<file path="src/rtl/pll_lock_supervisor.sv">
// PLL reset sequencer and lock qualifier running in the clk_74a reference domain.
// Define PLL_LOCK_SUPERVISOR_LOSS_COUNT_EN to add the saturating loss_count port.
module pll_lock_supervisor #(
  parameter int unsigned RST_PULSE_CYCLES    = 32,
  parameter int unsigned LOCK_TIMEOUT_CYCLES = 74250,
  parameter int unsigned STABLE_CYCLES       = 4096,
  parameter int unsigned MAX_RETRIES         = 7
) (
  input  logic       clk_74a,
  input  logic       reset_n,
  input  logic       pll_locked,
  input  logic       retry_req,
  output logic       pll_rst,
  output logic       core_reset_n,
  output logic [2:0] state,
  output logic [3:0] retry_count,
  output logic       fail
`ifdef PLL_LOCK_SUPERVISOR_LOSS_COUNT_EN
  ,
  output logic [7:0] loss_count
`endif
);

  localparam int unsigned CNT_MAX_A = (RST_PULSE_CYCLES > LOCK_TIMEOUT_CYCLES) ?
                                      RST_PULSE_CYCLES : LOCK_TIMEOUT_CYCLES;
  localparam int unsigned CNT_MAX   = (CNT_MAX_A > STABLE_CYCLES) ? CNT_MAX_A : STABLE_CYCLES;
  localparam int unsigned CNT_W     = (CNT_MAX > 1) ? $clog2(CNT_MAX) : 1;
  localparam int unsigned RC_W      = 4;

  localparam logic [CNT_W-1:0] PULSE_LAST   = CNT_W'(RST_PULSE_CYCLES - 1);
  localparam logic [CNT_W-1:0] TIMEOUT_LAST = CNT_W'(LOCK_TIMEOUT_CYCLES - 1);
  localparam logic [CNT_W-1:0] STABLE_LAST  = CNT_W'(STABLE_CYCLES - 1);
  localparam logic [RC_W-1:0]  RETRY_MAX    = RC_W'(MAX_RETRIES);

  typedef enum logic [2:0] {
    PULSE     = 3'd0,
    WAIT_LOCK = 3'd1,
    STABLE    = 3'd2,
    RUN       = 3'd3,
    FAIL      = 3'd4
  } state_t;

  state_t           state_q, state_d;
  logic [CNT_W-1:0] cnt_q, cnt_d;
  logic [RC_W-1:0]  rc_d;
  logic             lk_meta, lk;
  logic             attempt_bad;

  assign state = state_q;

  // Next-state logic; the shared elapsed-cycle counter restarts on every state change.
  always_comb begin
    state_d     = state_q;
    cnt_d       = cnt_q;
    rc_d        = retry_count;
    attempt_bad = 1'b0;
    unique case (state_q)
      PULSE: begin
        cnt_d = cnt_q + CNT_W'(1);
        if (cnt_q == PULSE_LAST) state_d = WAIT_LOCK;
      end
      WAIT_LOCK: begin
        cnt_d = cnt_q + CNT_W'(1);
        if (lk) state_d = STABLE;
        else if (cnt_q == TIMEOUT_LAST) attempt_bad = 1'b1;
      end
      STABLE: begin
        cnt_d = cnt_q + CNT_W'(1);
        if (!lk) begin
          attempt_bad = 1'b1;
        end else if (cnt_q == STABLE_LAST) begin
          state_d = RUN;
          rc_d    = '0;
        end
      end
      RUN: begin
        if (!lk) begin
          state_d = PULSE;
          rc_d    = '0;
        end
      end
      FAIL: begin
        if (retry_req) begin
          state_d = PULSE;
          rc_d    = '0;
        end
      end
      default: state_d = PULSE;
    endcase
    // Timeouts and stability glitches share one retry budget.
    if (attempt_bad) begin
      if (retry_count < RETRY_MAX) begin
        rc_d    = retry_count + RC_W'(1);
        state_d = PULSE;
      end else begin
        state_d = FAIL;
      end
    end
    if (state_d != state_q) cnt_d = '0;
  end

  // State, counters, lock synchronizer and outputs registered from the next state.
  always_ff @(posedge clk_74a or negedge reset_n) begin
    if (!reset_n) begin
      lk_meta      <= 1'b0;
      lk           <= 1'b0;
      state_q      <= PULSE;
      cnt_q        <= '0;
      retry_count  <= '0;
      pll_rst      <= 1'b1;
      core_reset_n <= 1'b0;
      fail         <= 1'b0;
    end else begin
      lk_meta      <= pll_locked;
      lk           <= lk_meta;
      state_q      <= state_d;
      cnt_q        <= cnt_d;
      retry_count  <= rc_d;
      pll_rst      <= (state_d == PULSE) || (state_d == FAIL);
      core_reset_n <= (state_d == RUN);
      fail         <= (state_d == FAIL);
    end
  end

`ifdef PLL_LOCK_SUPERVISOR_LOSS_COUNT_EN
  // Saturating count of lock losses seen while running.
  always_ff @(posedge clk_74a or negedge reset_n) begin
    if (!reset_n) begin
      loss_count <= 8'd0;
    end else if ((state_q == RUN) && (state_d == PULSE) && (loss_count != 8'hFF)) begin
      loss_count <= loss_count + 8'd1;
    end
  end
`endif

endmodule
</file>
<file path="config.mk">
export PLATFORM = sky130hd
export DESIGN_NAME = pll_lock_supervisor
export DESIGN_NICKNAME = d
export VERILOG_FILES = /design/src/rtl/pll_lock_supervisor.sv
export SDC_FILE = /design/constraint.sdc
export NUM_CORES = 1
export LEC_CHECK = 0
export CORE_MARGIN = 5
export CORE_UTILIZATION = 30
export CTS_BUF_LIST = sky130_fd_sc_hd__clkbuf_8
export DETAILED_ROUTE_END_ITERATION = 10
export DONT_BUFFER_PORTS = 1
export GPL_TIMING_DRIVEN = 0
export SYNTH_ARGS = -nofsm -noshare
export SYNTH_HDL_FRONTEND = slang
export SYNTH_SLANG_ARGS = --single-unit
</file>
<file path="constraint.sdc">
create_clock -name clk_74a -period 2.69 [get_ports clk_74a]
set_clock_uncertainty 0.15 [all_clocks]
set_input_delay 0.1345 -clock clk_74a [delete_from_list [all_inputs] [get_ports clk_74a]]
set_output_delay 0.1345 -clock clk_74a [all_outputs]
set_load 0.02 [all_outputs]
</file>
# After elaboration in Yosys (flattened, before gate mapping)
# Index checks and enable logic that the tools add are counted.
# totals
register_bits,29
inputBits,4
output_inout_bits,10
wordCells,48
# op_classes
add_sub_neg,2
order_cmp,1
n_eq_ne,10
muxes,22
reduce_logical,5
# op_table
cell,count
$mux W17,2
$mux W3,8
$mux W4,6
$add A17 B1 Y17 const B,1
$eq A17 B12 Y1 const B,1
$eq A17 B17 Y1 const B,1
$eq A17 B5 Y1 const B,1
$pmux W3 S5,1
$pmux W4 S3,1
$eq A3 B2 Y1 const B,3
$eq A3 B3 Y1 const B,2
$logic_not A3 Y1,2
$add A4 B1 Y4 const B,1
$lt A4 B3 Y1 const B,1
$eq A3 B1 Y1 const B,1
$mux W1,3
$ne A3 B3 Y1,1
$reduce_or A3 Y1,1
$pmux W1 S2,1
$reduce_bool A2 Y1,1
$logic_or A1 B1 Y1,1

# Logic depth before layout (Yosys ltp)
# logic_depth
word_depth,7
mapped_depth,8
ltp_nobuf,7

# Worst setup path after synthesis
# Ideal clock, no wire load.
# synth_path
kind,register to register
from,reg cnt_q[12]
to,reg retry_count[1]
setup_ns,0.120
arrival_time_ns,1.723
t_required_ns,2.420
path_slack_ns,0.696
stages_incl_launch_ff,6
path_buffers,0
synth_period_minus_slack_ns,1.994
path_cell_list,dfrtp_1 -> or4b_4 -> or2_4 -> o32ai_4 -> nand2_4 -> a41o_1
# synth_between
elab_chain_len,6
word_cells_on_any_way,10
# synth_lines
element,line,rtl
start: declaration,44,"logic [CNT_W-1:0] cnt_q, cnt_d;"
start signal: assignment,117,cnt_q <= cnt_d;
$eq A17 B12 Y1,71,end else if (cnt_q == STABLE_LAST) begin
$mux W4,71,
$mux W4,69,if (!lk) begin
$pmux W4 S3,57,unique case (state_q)
$mux W4,92,if (retry_count < RETRY_MAX) begin
$mux W4 *,91,if (attempt_bad) begin
via rc_d[1],45,logic [RC_W-1:0] rc_d;
end signal: assignment,118,retry_count <= rc_d;
end: declaration,16,"output logic [3:0] retry_count,"
# Mark *: on every way through the listed nets, which the timed path passes. The rest lies on a longest branch.
# A chain may end at the register's enable or synchronous reset.

# Final worst setup path
# layout_path
from,reg cnt_q[12]
to,reg cnt_q[12]
# layout_between
elab_chain_len,7
word_cells_on_any_way,16
# layout_lines
element,line,rtl
$eq A17 B12 Y1 or $eq A17 B17 Y1 (tied branches),"71, 65",
$mux W3 or $mux W1 (tied branches),"71, 65",
$mux W3 or $mux W1 (tied branches),"69, 64",
$pmux W3 S5 or $pmux W1 S2 (tied branches),57,
$mux W3,91,
$ne A3 B3 Y1,99,if (state_d != state_q) cnt_d = '0;
$mux W17 or $reduce_bool A2 Y1 (tied branches),-,
# Several ways; a longest one is shown, not always the timed one. The select of a mux whose other input is x is not followed.

==> results by stage <==
Clock tree:
- CTS saw 29 sinks.
- The cell chosen for the clock root is sky130_fd_sc_hd__clkbuf_8.
- After clock tree synthesis, the clock-pin slew on the worst setup and hold paths is approximately 60 ps.
- In this run the deepest clock path goes through 2 buffers.
- The number of buffers inserted by post-CTS setup repair is 0.
- In this run the number of H-tree levels came out at 2.
- The TritonCTS clock tree is yes.
- Clock tree synthesis inserted a total of 5 buffers.
- At the later pin of the worst-skew pair, clock insertion delay measures ~280 ps.

Setup path:
- Walking the worst path, the cells encountered are or4b_4 > nor4_4 > nand4_1 > nand2_1 > buf_2 > nor3_1.
- The worst reg2reg path startpoint is cnt_q[12].
- The data arrival time at the worst-slack endpoint is between 2000 and 2500 ps.
- The largest individual stage delay along the critical path comes from the cell sky130_fd_sc_hd__or4b_4.
- Of all nets on the critical path, the largest fanout is 10.
- The critical path starts at cnt_q[12].
- The data required time of the critical path is between 2000 and 3000 ps.
- Grouping stages by cell kind, the critical path spends the most delay in simple AND/OR/NAND/NOR gates.
- The maximum single-stage delay on the critical path is between 500 and 600 ps.
- The setup slack of the worst register-to-register path is 480 ps.
- The sum of buffers and inverters on the critical path is 1.
- For the worst flop-to-flop path, the logic depth is 6.
- The kind of capture point of the worst setup path is a flop.
- STA classifies the critical path startpoint as a flop.
- The kind of critical path is reg -> reg.
- The worst register-to-register path ends at cnt_q[12].

STA:
- Setup repair after global routing left no endpoint under its margin.
- Across all setup checks in the final design, the least slack found is ~480 ps.
- The final hold violation count is 0.
- The post-layout minimum cycle time is around 2200 ps.
- The remaining max-slew budget at the tightest pin is 0.6488.
- The setup-violating endpoint count in the final report is 0.
- The ratio of final minimum period to clock period is 0.8211.
- Timing would allow up to between 0.4 and 0.5 GHz.
- The setup TNS after final layout is 0 ps.
- The transition time at the pin with the least slew margin is around 530 ps.
- The number of max-slew violations in the final report is 0.

Hold path:
- The worst hold path was traced through 3 stages.
- The class of the most critical hold timing path is in -> reg.
- The launch instance of the worst min-delay path is retry_req.
- For hold timing, the worst endpoint is retry_count[2].

Placement:
- Buffers placed on the I/O ports in this run total 0.
- The congestion estimate from routability-driven global placement came to around 0.77.
- The minimum setup slack after placement is 474.3 ps.
- The detailed placer's ending HPWL is between 2000 and 2500 um.

Yosys:
- After synthesis, the share of flip-flops with an asynchronous set or reset is 1.000.
- The sequential share of the synthesized area is 0.4644.
- The cell area after synthesis is around 0.0016 mm2.
- In this run, synthesis produced a sequential element count of 29.
- The number of distinct standard cells referenced by the synthesized netlist is 39.
- The total number of yosys warnings is 0.
- After synthesis, the mean cell area works out to just under 10 um2.
- The gate count of the mapped netlist is 163.
- When the netlist entered floorplanning its net count stood at 170.
- The top flip-flop cell by instance count after synthesis is sky130_fd_sc_hd__dfrtp_1.
- The count of flip-flops with a built-in enable after synthesis is 0.

Floorplan:
- The area of the die is just under 0.007 mm2.
- The initial utilization of the core area, before any placement, comes to 0.3084.
- From left edge to right edge, the die measures 82.23 um.
- The top-level I/O count is 14.
- In this run the standard cell core region covers just over 0.005 mm2.
- The floorplan has 26 rows.
- Measured along the y axis, the die boundary spans just over 80 um.

Routing:
- The number of DRC markers after the initial detailed-route iteration is 48.
- In this run the remaining antenna-violating nets after routing total 0.
- The routed wire length per instance is 12.82 um.
- The detail-routed via count per cell is just under 5.
- The total detailed-routing wirelength is around 3100 um.
- The number of vias after detailed routing is roughly 1,200.
- For this run, design rule violations remaining after detail routing come to 0.
- The pre-antenna-repair detailed-routing pass consisted of 4 iterations.

GRT:
- The overall track demand over capacity in global routing is 0.1033.
- The first global-routing pass estimated around 5400 um of wire.
- The via count of the first global-routing pass is 1,127.
- The maximum number of pins on one net before global-route repair is 30.
- The initial antenna violation count is 0.
- The leftover overflow at the end of global routing is 0.

Layout:
- The antenna diode count is 0.
- Summing all multi-input logic gate instances after layout gives 784.5 um2.
- Leaving out fill and tap cells, the most frequent cell in the layout is sky130_fd_sc_hd__dfrtp_1.
- Fill cells in the final layout number 543.
- From synthesis to final layout, the design area changed by 14.63%.
- For this run, the share of the core covered by cells in the final layout is 0.3536.
- Registers take a little over 700 um2.
- Leaving out fill and tap cells, the most frequent cells in the layout are sky130_fd_sc_hd__dfrtp_1, sky130_fd_sc_hd__nor2_1, sky130_fd_sc_hd__nor3_1.
- In the final layout, the share of cells above drive strength 1 is 0.1322.
- The number of nets in the final layout is 180.

Pwr:
- The analysis attributes to cell leakage a power of 0.7705 nW.
- The worst voltage drop across the vdd grid is ~0.15 mV.
- The power density of the placed cells is 495.9 mW/mm2.

Flow run:
- The tool flagged a number of max-cap violations equal to 0.

Run status:
- The flow ran to the end, and the final reports show no timing, DRC or antenna violations.
==> registers in the layout (all words and copies together) (netlist names) <==
register      flops
core_reset_n      1
retry_count       4
fail              1
lk                1
state             3
lk_meta           1
cnt_q            17
pll_rst           1
==> kinds of logic (layout without fill, tap and decap cells) <==
group | count (synthesis) | count (layout) | synth area share
xor+xnor | 16 | 16 | 0.08953
simple gates | 83 | 83 | 0.2886
buf+inv | 12 | 23 | 0.03438
compound gates | 19 | 19 | 0.09273
flops | 29 | 29 | 0.4644
mux | 1 | 1 | 0.006395
fa+ha+maj | 3 | 3 | 0.02398
==> worst register-to-register path: cells and delay by family (launching register included) <==
kind | cells | cell delay (ps)
simple gates | 5 | 1290
flops | 1 | 410
buf+inv | 1 | 240
==> area by class of cell <==
| type | instances | area share |
|---|---|---|
| Multi-Input combinational cell | 122 | 0.4372 |
| Buffer | 7 | 0.01953 |
| Clock buffer | 7 | 0.05370 |
| Timing Repair Buffer | 3 | 0.02232 |
| Clock inverter | 1 | 0.002789 |
| Tap cell | 70 | 0.04881 |
| Sequential cell | 29 | 0.4052 |
| Inverter | 5 | 0.01046 |
==> power breakdown <==
part,leakage (nW),total [mW],switching (mW),internal (mW)
sequential,0.353,0.461,0.0132,0.447
clock,0.0542,0.387,0.157,0.231
combinational,0.363,0.0417,0.0247,0.0170
==> cells in the mapped netlist (2+ instances only) <==
master,count,share of area
sky130_fd_sc_hd__xor2_1,6,0.034
sky130_fd_sc_hd__nand4_1,9,0.036
sky130_fd_sc_hd__ha_1,3,0.024
sky130_fd_sc_hd__nand3_1,9,0.029
sky130_fd_sc_hd__nand2_1,8,0.019
sky130_fd_sc_hd__nor4_1,2,0.0080
sky130_fd_sc_hd__buf_2,4,0.013
sky130_fd_sc_hd__a21oi_1,8,0.026
sky130_fd_sc_hd__and2_1,2,0.0080
sky130_fd_sc_hd__clkbuf_1,2,0.0048
sky130_fd_sc_hd__a31oi_1,2,0.0080
sky130_fd_sc_hd__inv_1,5,0.012
sky130_fd_sc_hd__xnor2_1,10,0.056
sky130_fd_sc_hd__and3_1,3,0.012
sky130_fd_sc_hd__nand2b_1,2,0.0080
sky130_fd_sc_hd__nor3_1,15,0.048
sky130_fd_sc_hd__nor2b_1,2,0.0080
sky130_fd_sc_hd__nor2_1,23,0.055
sky130_fd_sc_hd__dfrtp_1,28,0.45
==> timing repair <==
| item | 4_1_cts | 5_1_grt |
|---|---|---|
| hold buffers | 3 | 0 |
| resized for setup | 0 | 0 |
| endpoints found under the hold margin | 30 | 0 |
==> metrics by stage <==
step	hold WS, ps	cells	cell area, um2	total power, mW
CTS	5.262	244	1794	0.9059
detailed placement	-310.4	233	1653	0.4965
floorplan	-311.1	163	1565	0.4893
global placement	-310.3	233	1653	0.4958
finish	8.893	244	1794	0.8897
global route	18.63	244	1794	0.9313
==> per-layer routing <==
metal	GRT usage	vias up	wire length [um]
met4	0.04651	0	59
li1	-	596	-
met5	0	-	0
met3	0.02495	6	115
met2	0.1490	25	1422
met1	0.1448	569	1531
==> worst max path at each step <==
| stage | endpoint | slack (ps) | cells after the start |
|---|---|---|---|
| after detailed placement | cnt_q[11] | 470 | 6 |
| after global placement | cnt_q[2] | 500 | 6 |
| after floorplan | retry_count[1] | 700 | 5 |
| after global routing | cnt_q[12] | 340 | 6 |
| after CTS | cnt_q[11] | 470 | 6 |
| final | cnt_q[12] | 480 | 6 |
Power figures use the tool's default switching activity.
